`src/rtl/ring_slot_scheduler_pkg.sv`:
```
// Shared definitions for the ring slot scheduler.
//   - state_e        : two-bit FSM encoding (StIdle / StGrant)
//   - DefaultN       : default requester count
//   - DefaultMaxHold : default grant length limit for the optional timeout
//   - MaxN           : widest requester vector the rotate helper supports
//   - rotl1()        : rotate an n-bit one-hot vector left by one, bit n-1 wrapping to bit 0
package ring_sched_pkg;

  localparam int unsigned DefaultN       = 4;
  localparam int unsigned DefaultMaxHold = 8;
  localparam int unsigned MaxN           = 32;

  typedef enum logic [1:0] {
    StIdle  = 2'b00,
    StGrant = 2'b01
  } state_e;

  // Only the low n bits of v are meaningful; the result is zero above bit n-1.
  function automatic logic [MaxN-1:0] rotl1(input logic [MaxN-1:0] v, input int unsigned n);
    logic [MaxN-1:0] r;
    r = '0;
    for (int unsigned i = 0; i < MaxN; i++) begin
      if (i < n) r[(i + 1) % n] = v[i];
    end
    return r;
  endfunction

endpackage

```
`src/rtl/ring_slot_scheduler_if.sv`:
```
// Request/grant bundle between requesters and the ring slot scheduler.
//   master : requester side, drives enable/req/done, observes grant and pointer
//   slave  : scheduler side
// Signals: enable, req[N], done[N], grant[N], grant_valid, ptr[N], ptr_bar[N], timeout.
interface ring_slot_scheduler_if #(
  parameter int unsigned N = ring_sched_pkg::DefaultN
) ();

  logic         enable;
  logic [N-1:0] req;
  logic [N-1:0] done;
  logic [N-1:0] grant;
  logic         grant_valid;
  logic [N-1:0] ptr;
  logic [N-1:0] ptr_bar;
  logic         timeout;

  modport master (
    output enable, req, done,
    input  grant, grant_valid, ptr, ptr_bar, timeout
  );

  modport slave (
    input  enable, req, done,
    output grant, grant_valid, ptr, ptr_bar, timeout
  );

endinterface

```
`src/rtl/ring_rr_pick.sv`:
```
// Combinational round-robin pick.
//   req  : request vector
//   ptr  : one-hot highest-priority position
//   pick : one-hot first request at or above ptr, wrapping; zero when req is zero
module ring_rr_pick #(
  parameter int unsigned N = 4
) (
  input  logic [N-1:0] req,
  input  logic [N-1:0] ptr,
  output logic [N-1:0] pick
);

  logic [N-1:0]   at_or_above;
  logic [2*N-1:0] dbl;
  logic [2*N-1:0] lowest;

  // ptr - 1 sets every bit below the pointer; its inverse keeps ptr and above.
  assign at_or_above = req & ~(ptr - {{(N-1){1'b0}}, 1'b1});
  // Lower half holds the non-wrapped candidates, upper half the wrapped ones,
  // so isolating the lowest set bit gives the round-robin winner.
  assign dbl    = {req, at_or_above};
  assign lowest = dbl & (~dbl + {{(2*N-1){1'b0}}, 1'b1});
  assign pick   = lowest[N-1:0] | lowest[2*N-1:N];

endmodule

```
`src/rtl/ring_slot_scheduler.sv`:
```
// Round-robin scheduler sharing one resource among N requesters.
//   clk, reset : rising-edge clock, synchronous active-high reset
//   bus        : slave side of ring_slot_scheduler_if (enable/req/done in,
//                grant/grant_valid/ptr/ptr_bar/timeout out)
// Optional macro RING_SCHED_TIMEOUT_EN: force release after MAX_HOLD grant
// cycles and pulse timeout; when undefined, timeout is tied low.
module ring_slot_scheduler
  import ring_sched_pkg::*;
#(
  parameter int unsigned N        = DefaultN,
  parameter int unsigned MAX_HOLD = DefaultMaxHold
) (
  input logic                  clk,
  input logic                  reset,
  ring_slot_scheduler_if.slave bus
);

  if (N < 2 || N > MaxN) begin : g_bad_n
    $error("ring_slot_scheduler: N out of range");
  end
  if (MAX_HOLD < 1) begin : g_bad_hold
    $error("ring_slot_scheduler: MAX_HOLD must be at least 1");
  end

  state_e       state_q, state_d;
  logic [N-1:0] grant_q, grant_d;
  logic [N-1:0] ptr_q, ptr_d;
  logic [N-1:0] pick;
  logic         release_req;

  ring_rr_pick #(.N(N)) u_pick (
    .req  (bus.req),
    .ptr  (ptr_q),
    .pick (pick)
  );

  // Owner finishes or withdraws; other requesters' done/req are ignored here.
  assign release_req = (state_q == StGrant) &&
                       ((|(grant_q & bus.done)) || !(|(grant_q & bus.req)));

`ifdef RING_SCHED_TIMEOUT_EN
  localparam int unsigned HoldW = $clog2(MAX_HOLD) + 1;
  logic [HoldW-1:0] hold_q, hold_d;
  logic             timeout_q, timeout_d;
`endif

  always_comb begin
    state_d = state_q;
    grant_d = grant_q;
    ptr_d   = ptr_q;
`ifdef RING_SCHED_TIMEOUT_EN
    hold_d    = hold_q;
    timeout_d = 1'b0;
`endif
    unique case (state_q)
      StIdle: begin
        if (bus.enable && (|bus.req)) begin
          grant_d = pick;
          state_d = StGrant;
`ifdef RING_SCHED_TIMEOUT_EN
          hold_d  = '0;
`endif
        end
      end
      StGrant: begin
        if (release_req) begin
          grant_d = '0;
          state_d = StIdle;
          ptr_d   = N'(rotl1(MaxN'(grant_q), N));
        end
`ifdef RING_SCHED_TIMEOUT_EN
        else if (hold_q == HoldW'(MAX_HOLD - 1)) begin
          grant_d   = '0;
          state_d   = StIdle;
          ptr_d     = N'(rotl1(MaxN'(grant_q), N));
          timeout_d = 1'b1;
        end else begin
          hold_d = hold_q + HoldW'(1);
        end
`endif
      end
      default: begin
        state_d = StIdle;
        grant_d = '0;
      end
    endcase
  end

  always_ff @(posedge clk) begin
    if (reset) begin
      state_q <= StIdle;
      grant_q <= '0;
      ptr_q   <= {{(N-1){1'b0}}, 1'b1};
`ifdef RING_SCHED_TIMEOUT_EN
      hold_q    <= '0;
      timeout_q <= 1'b0;
`endif
    end else begin
      state_q <= state_d;
      grant_q <= grant_d;
      ptr_q   <= ptr_d;
`ifdef RING_SCHED_TIMEOUT_EN
      hold_q    <= hold_d;
      timeout_q <= timeout_d;
`endif
    end
  end

  assign bus.grant       = grant_q;
  assign bus.grant_valid = |grant_q;
  assign bus.ptr         = ptr_q;
  assign bus.ptr_bar     = ~ptr_q;
`ifdef RING_SCHED_TIMEOUT_EN
  assign bus.timeout     = timeout_q;
`else
  assign bus.timeout     = 1'b0;
`endif

endmodule

```
`src/flat_wrapper.sv`:
```
// flat-port wrapper written by rule: the top's interface ports become plain ports
module ring_slot_scheduler_flat import ring_sched_pkg::*;
#(
  parameter int unsigned N        = DefaultN,
  parameter int unsigned MAX_HOLD = DefaultMaxHold
)
  (clk, reset, bus_enable, bus_req, bus_done, bus_grant, bus_grant_valid, bus_ptr, bus_ptr_bar, bus_timeout);
  ring_slot_scheduler_if #(.N(N)) bus_i ();
  input logic clk;
  input logic reset;
  input wire logic [$bits(bus_i.enable)-1:0] bus_enable;
  input wire logic [$bits(bus_i.req)-1:0] bus_req;
  input wire logic [$bits(bus_i.done)-1:0] bus_done;
  output wire logic [$bits(bus_i.grant)-1:0] bus_grant;
  output wire logic [$bits(bus_i.grant_valid)-1:0] bus_grant_valid;
  output wire logic [$bits(bus_i.ptr)-1:0] bus_ptr;
  output wire logic [$bits(bus_i.ptr_bar)-1:0] bus_ptr_bar;
  output wire logic [$bits(bus_i.timeout)-1:0] bus_timeout;
  assign bus_i.enable = bus_enable;
  assign bus_i.req = bus_req;
  assign bus_i.done = bus_done;
  assign bus_grant = bus_i.grant;
  assign bus_grant_valid = bus_i.grant_valid;
  assign bus_ptr = bus_i.ptr;
  assign bus_ptr_bar = bus_i.ptr_bar;
  assign bus_timeout = bus_i.timeout;
  ring_slot_scheduler #(.N(N), .MAX_HOLD(MAX_HOLD)) u_core (.clk(clk), .reset(reset), .bus(bus_i));
endmodule
```
`config.mk`:
```
export PLATFORM = sky130hd
export DESIGN_NAME = ring_slot_scheduler_flat
export DESIGN_NICKNAME = d
export VERILOG_FILES = /design/src/rtl/ring_slot_scheduler_pkg.sv /design/src/rtl/ring_slot_scheduler_if.sv /design/src/rtl/ring_rr_pick.sv /design/src/rtl/ring_slot_scheduler.sv /design/src/flat_wrapper.sv
export SDC_FILE = /design/constraint.sdc
export NUM_CORES = 1
export LEC_CHECK = 0
export CORE_MARGIN = 2
export CORE_UTILIZATION = 42
export DETAILED_ROUTE_END_ITERATION = 8
export PLACE_DENSITY = 0.89
export SLEW_MARGIN = 20
export SYNTH_ARGS = -nofsm -noshare
export SYNTH_HDL_FRONTEND = slang
export SYNTH_SLANG_ARGS = --single-unit
```
`constraint.sdc`:
```
create_clock -name clk -period 3.7 [get_ports clk]
set_input_delay 0.74 -clock clk [delete_from_list [all_inputs] [get_ports clk]]
set_output_delay 0.74 -clock clk [all_outputs]
set_load 0.02 [all_outputs]
```
==> results of run 1 <==
## logic make-up (layout without fill, tap and decap cells)
kind of cell / Yosys count / in the layout / share of synthesized area
simple gates: 22 / 22 / 0.255
compound gates: 18 / 18 / 0.250
flops: 9 / 9 / 0.324
buf+inv: 7 / 33 / 0.0541
mux: 4 / 4 / 0.0721
fa+ha+maj: 1 / 1 / 0.0225
other cells: 1 / 1 / 0.00675
xor+xnor: 1 / 1 / 0.0158
## flip-flops by register name, indices dropped and copies added (netlist names)
signal / count
u_core.bus.grant: 4
u_core.bus.ptr: 4
u_core.state_q: 1
## worst paths after layout
path | to
min reg2reg | u_core.bus.grant[2]
max reg2reg | u_core.bus.grant[1]
max | bus_grant_valid
min | u_core.bus.grant[2]
## power groups by stage
stage | sequential (mW) | combinational (mW) | clock (mW)
floorplan | 0.114 | 0.0418 | 0
global placement | 0.111 | 0.0785 | 0
detailed placement | 0.111 | 0.0792 | 0
CTS | 0.109 | 0.0799 | 0.0805
global route | 0.110 | 0.0859 | 0.0860
finish | 0.109 | 0.0801 | 0.0821
## placed cells by master (no fill, tap or decap), types with 2 or more instances in the layout
master and instances:
clkbuf_4 3, nand2_1 5, dfxtp_1 9, a21oi_1 3
clkdlybuf4s50_1 23, nand4_1 2, mux2i_1 4, a31oi_1 2
inv_1 6, or4_4 2, o21ai_2 2, a22oi_1 3
nor2_1 5
## worst register-to-register path, delay by kind of cell, from the launching register on
| family | cells | cell delay, ns |
|---|---|---|
| AOI/OAI and AO/OA | 2 | 0.46 |
| DFF | 1 | 0.45 |
| adders and majority gates | 1 | 0.22 |
| xor gates and xnor gates | 1 | 0.16 |
| buffers and inverters | 1 | 0.13 |
| and+or+nand+nor | 1 | 0.13 |
## metal layers
metal / track usage / up-vias
met1: 0.272 / 273
met2: 0.298 / 19
met3: 0.0667 / 3
met5: 0 / -
met4: 0.0750 / 0
li1: - / 291
## layout make-up
class	count	area [um^2]
Inverter	6	22.5
Sequential cell	9	180
Fill cell	105	445
Multi-Input combinational cell	47	345
Clock buffer	4	26.3
Timing Repair Buffer	23	230
Tap cell	15	18.8
## through the flow
| step | setup slack, ns | utilization | hold slack [ns] | instances |
|---|---|---|---|---|
| finish | 1.23 | 0.649 | 0.561 | 104 |
| global route | 1.19 | 0.649 | 0.580 | 104 |
| CTS | 1.24 | 0.649 | 0.554 | 104 |
| detailed placement | 1.25 | 0.628 | 0.532 | 100 |
| global placement | 1.28 | 0.628 | 0.522 | 100 |
| floorplan | 1.82 | - | 0.485 | 63 |
==> results.json, run 1 <==
{
  "yosysSeqAreaShare": 0.324,
  "critPathLaunchType": "flop",
  "io_buffer_count": 23,
  "final.period_utilization": 0.667,
  "place.gp.congestion": 0.878,
  "postSynthCellCount": 63,
  "p_sw_frac": 0.324,
  "grt_max_degree": 9,
  "cts_tree": "yes",
  "via_count": 586,
  "p_clk_frac": 0.302,
  "power_mw": 0.272,
  "crit_path_end_kind": "output port",
  "post_drt_wl_per_cell_um": 14.0,
  "synth_seq_cells": 9,
  "path_buf_inv": 1,
  "maxCapViolations": 0,
  "leakage_nw": 0.348,
  "hold_depth": 2,
  "critPathTopFamily": "buffers and inverters",
  "post-cts-setup-buffers": 0,
  "p_per_area_nw_per_um2": 330,
  "path_class": "flop to output port",
  "holdCritStartpoint": "u_core.bus.grant[2]",
  "clock_latency_ns": 0.28,
  "ios": 25,
  "cp_slowest_cell": "clkdlybuf4s50_1",
  "cts_num_sinks": 9,
  "synth_cell_type_count": 31,
  "grt_pass1_vias": 475,
  "coreArea_um2": 1270,
  "yosysMostFrequentCell": "dfxtp_1",
  "drcViolationCount": 0,
  "drive_gt1_frac": 0.135,
  "fin_skew_ns": 0.00850,
  "ctsResizeCount": 0,
  "antenna_left": 0,
  "hold_buffers": 0,
  "htree_num_levels": 1,
  "cts_buffer_depth": 2,
  "ir_drop_uv": 227,
  "grt_antenna_before_repair": 0,
  "fp.dieW_um": 40.4,
  "wl_met2_um": 650,
  "combPwrFrac": 0.295,
  "grtUsageTotal": 0.203,
  "hold_path.class": "flop to flop",
  "initial_core_util": 0.438,
  "clk_pin_slew_ns": 0.07,
  "cts_buffers": 3,
  "met1_length_um": 679,
  "async_flop_share": 0,
  "netlist_area_um2": 556,
  "seq_power_share": 0.403,
  "nets": 102,
  "placementRows": 13,
  "grt_pass1_wl_mm": 2.15,
  "hpwlAfterDp_mm": 1.06,
  "slew_viol_final": 0,
  "r2r_slack_ns": 2.04,
  "ys.flop_type": "dfxtp_1",
  "yosys_warnings": 0,
  "drt-initial-drc-count": 9,
  "rr_worst_depth": 6,
  "finalSetupViolations": 0,
  "fmax_mhz": 405,
  "synth_edf_count": 0,
  "synth_area_per_cell_um2": 8.82,
  "synthDominantCellAreaShare": 0.324,
  "min_period_ns": 2.47,
  "crit_start": "u_core.bus.grant[2]",
  "design_area_um2": 823,
  "wl_mm": 1.45,
  "root_buffer": "clkbuf_4",
  "synth.net_count": 75,
  "path_depth": 2,
  "crit_arrival_ns": 1.73,
  "dieHeight_um": 40.4,
  "syn2layout_area_growth_pct": 48.2,
  "synth_area_leaders": "dfxtp_1 32%, mux2i_1 7.2%, a22oi_1 4.1%",
  "tns_ns": 0,
  "switching_power_mw": 0.0880,
  "yosysTopAreaCell": "dfxtp_1",
  "status": "complete, no violations",
  "intPower_mw": 0.184,
  "hold_viol": 0,
  "path_cells": "or4_1 -> clkdlybuf4s50_1",
  "num_antenna_cells": 0,
  "slowest_delay_ns": 0.55,
  "synth_common_cells": "9 x dfxtp_1, 6 x inv_1, 5 x nand2_1, 5 x nor2_1, 4 x mux2i_1",
  "via_per_inst": 5.63,
  "rsz0062_at_grt": "no",
  "placedInstanceArea_um2": 797,
  "r2r_start": "u_core.bus.ptr[0]",
  "wl_met3_um": 95,
  "highest_layer": "met4",
  "grt_overflow": 0,
  "crit_required_ns": 2.96,
  "drtPass1Iterations": 4,
  "cp_max_fo": 6,
  "die-area_um2": 1630
}
Power figures use the tool's default switching activity.
==> run 2: changes to the inputs <==
Settings changed: CORE_UTILIZATION 42 to 39, PLACE_DENSITY 0.89 to 0.84.
Clock period 3.7 ns to 2.35 ns, I/O delays scaled along.
==> run 2 against run 1 <==
Compared with the run above:
- power increased by 53%
- worst hold slack worse by 0.030 ns
- sequential cell count is the same
- clock power rose by 44%
- register-to-register slack got worse by 1.4 ns
- first-iteration DRC count is 22% higher
- die area increased by 6.9%
- clock-buffer cell count unchanged
- final cell count unchanged
- critical path type unchanged
- highest routed layer unchanged
==> results.json, run 2 (same netlist as run 1, synthesis figures left out) <==
{
  "wl_mm": 1.45,
  "place.gp.congestion": 0.872,
  "slowest_delay_ns": 0.55,
  "crit_required_ns": 1.88,
  "p_per_area_nw_per_um2": 505,
  "cts_buffer_depth": 2,
  "post-cts-setup-buffers": 0,
  "crit_start": "u_core.bus.grant[2]",
  "slew_viol_final": 0,
  "initial_core_util": 0.422,
  "design_area_um2": 823,
  "io_buffer_count": 23,
  "fillers": 120,
  "grt_overflow": 0,
  "grtUsageTotal": 0.171,
  "ios": 25,
  "hold_buffers": 0,
  "die-area_um2": 1740,
  "stdcell_count": 104,
  "clock_latency_ns": 0.26,
  "rsz0062_at_grt": "no",
  "path_class": "flop to output port",
  "critPathLaunchType": "flop",
  "via_count": 599,
  "leakage_nw": 0.348,
  "fmax_mhz": 457,
  "cp_slowest_cell": "clkdlybuf4s50_1",
  "grt_pass1_vias": 536,
  "final.period_utilization": 0.931,
  "fin_skew_ns": 0.000467,
  "finalSetupViolations": 0,
  "r2r_start": "u_core.bus.ptr[0]",
  "rr_worst_depth": 5,
  "via_per_inst": 5.76,
  "htree_num_levels": 1,
  "crit_path_end_kind": "output port",
  "root_buffer": "clkbuf_4",
  "hold_viol": 0,
  "grt_pass1_wl_mm": 2.35,
  "cts_tree": "yes",
  "cts_buffers": 3,
  "antenna_left": 0,
  "syn2layout_area_growth_pct": 48.2,
  "ctsResizeCount": 0,
  "dieHeight_um": 41.7,
  "drcViolationCount": 0,
  "hpwlAfterDp_mm": 1.15,
  "coreArea_um2": 1320,
  "grt_antenna_before_repair": 0,
  "post-place-cells": 100,
  "fin_util": 0.625,
  "drive_gt1_frac": 0.135,
  "nets": 102,
  "path_cells": "or4_1 -> clkdlybuf4s50_1",
  "placedInstanceArea_um2": 797,
  "ir_drop_uv": 319,
  "rr_endpoint": "u_core.bus.grant[0]",
  "maxCapViolations": 0,
  "num_antenna_cells": 0,
  "tns_ns": 0,
  "final_cell_mix": "23 x clkdlybuf4s50_1, 9 x dfxtp_1, 6 x inv_1, 5 x nand2_1, 5 x nor2_1",
  "cp_max_fo": 6,
  "grt_max_degree": 9,
  "clk_pin_slew_ns": 0.06,
  "min_period_ns": 2.19,
  "fp.dieW_um": 41.7,
  "final_common_cell": "clkdlybuf4s50_1",
  "crit_end": "bus_grant_valid",
  "cts_num_sinks": 9,
  "power_mw": 0.416,
  "hold_path.class": "flop to flop",
  "drtPass1Iterations": 4,
  "status": "complete, no violations",
  "placementRows": 13,
  "drt-initial-drc-count": 11,
  "post_drt_wl_per_cell_um": 13.9,
  "r2r_slack_ns": 0.63,
  "crit_arrival_ns": 1.72
}
## run 2: power by group
| group | internal [mW] | switching [mW] | leakage [nW] |
|---|---|---|---|
| combinational | 0.0627 | 0.0627 | 0.260 |
| sequential | 0.160 | 0.0118 | 0.0733 |
| clock | 0.0654 | 0.0530 | 0.0150 |
## run 2: routing by layer
metal / GRT usage / vias up / wire length [um]
li1: - / 290 / -
met1: 0.240 / 274 / 709
met2: 0.241 / 29 / 634
met3: 0.0478 / 6 / 76
met4: 0.0710 / 0 / 26
met5: 0 / - / 0
## run 2: worst min path at each step
| stage | cells past startpoint | slack (ns) | end | from |
|---|---|---|---|---|
| after floorplan | 2 | 0.48 | u_core.state_q[0] | u_core.state_q[0] |
| after CTS | 2 | 0.54 | u_core.state_q[0] | u_core.state_q[0] |
| after global routing | 2 | 0.56 | u_core.state_q[0] | u_core.state_q[0] |
| after global placement | 2 | 0.52 | u_core.state_q[0] | u_core.state_q[0] |
| after detailed placement | 2 | 0.53 | u_core.state_q[0] | u_core.state_q[0] |
| final | 2 | 0.53 | u_core.state_q[0] | u_core.state_q[0] |
## run 2: final cells by class
cell class | instances | area, um^2 | share of cell area
Inverter | 6 | 22.5 | 0.0274
Tap cell | 15 | 18.8 | 0.0228
Sequential cell | 9 | 180 | 0.219
Multi-Input combinational cell | 47 | 345 | 0.419
Clock buffer | 4 | 26.3 | 0.0319
Timing Repair Buffer | 23 | 230 | 0.280
## run 2: worst max-delay path: cells and delay by family (launching register included)
family / cells / cell delay, ns
buffers and inverters: 1 / 0.55
DFF: 1 / 0.38
and+or+nand+nor: 1 / 0.53
## run 2: stage by stage
step	worst slack (ns)	hold slack (ns)
floorplan	0.661	0.485
global placement	0.202	0.524
detailed placement	0.143	0.527
CTS	0.161	0.536
global route	0.115	0.563
finish	0.163	0.531
==> run 3: changes to the inputs <==
Settings changed: CAP_MARGIN set to 20.
==> results of run 3 <==
Final layout, timing and power as in run 2 (identical DEF).
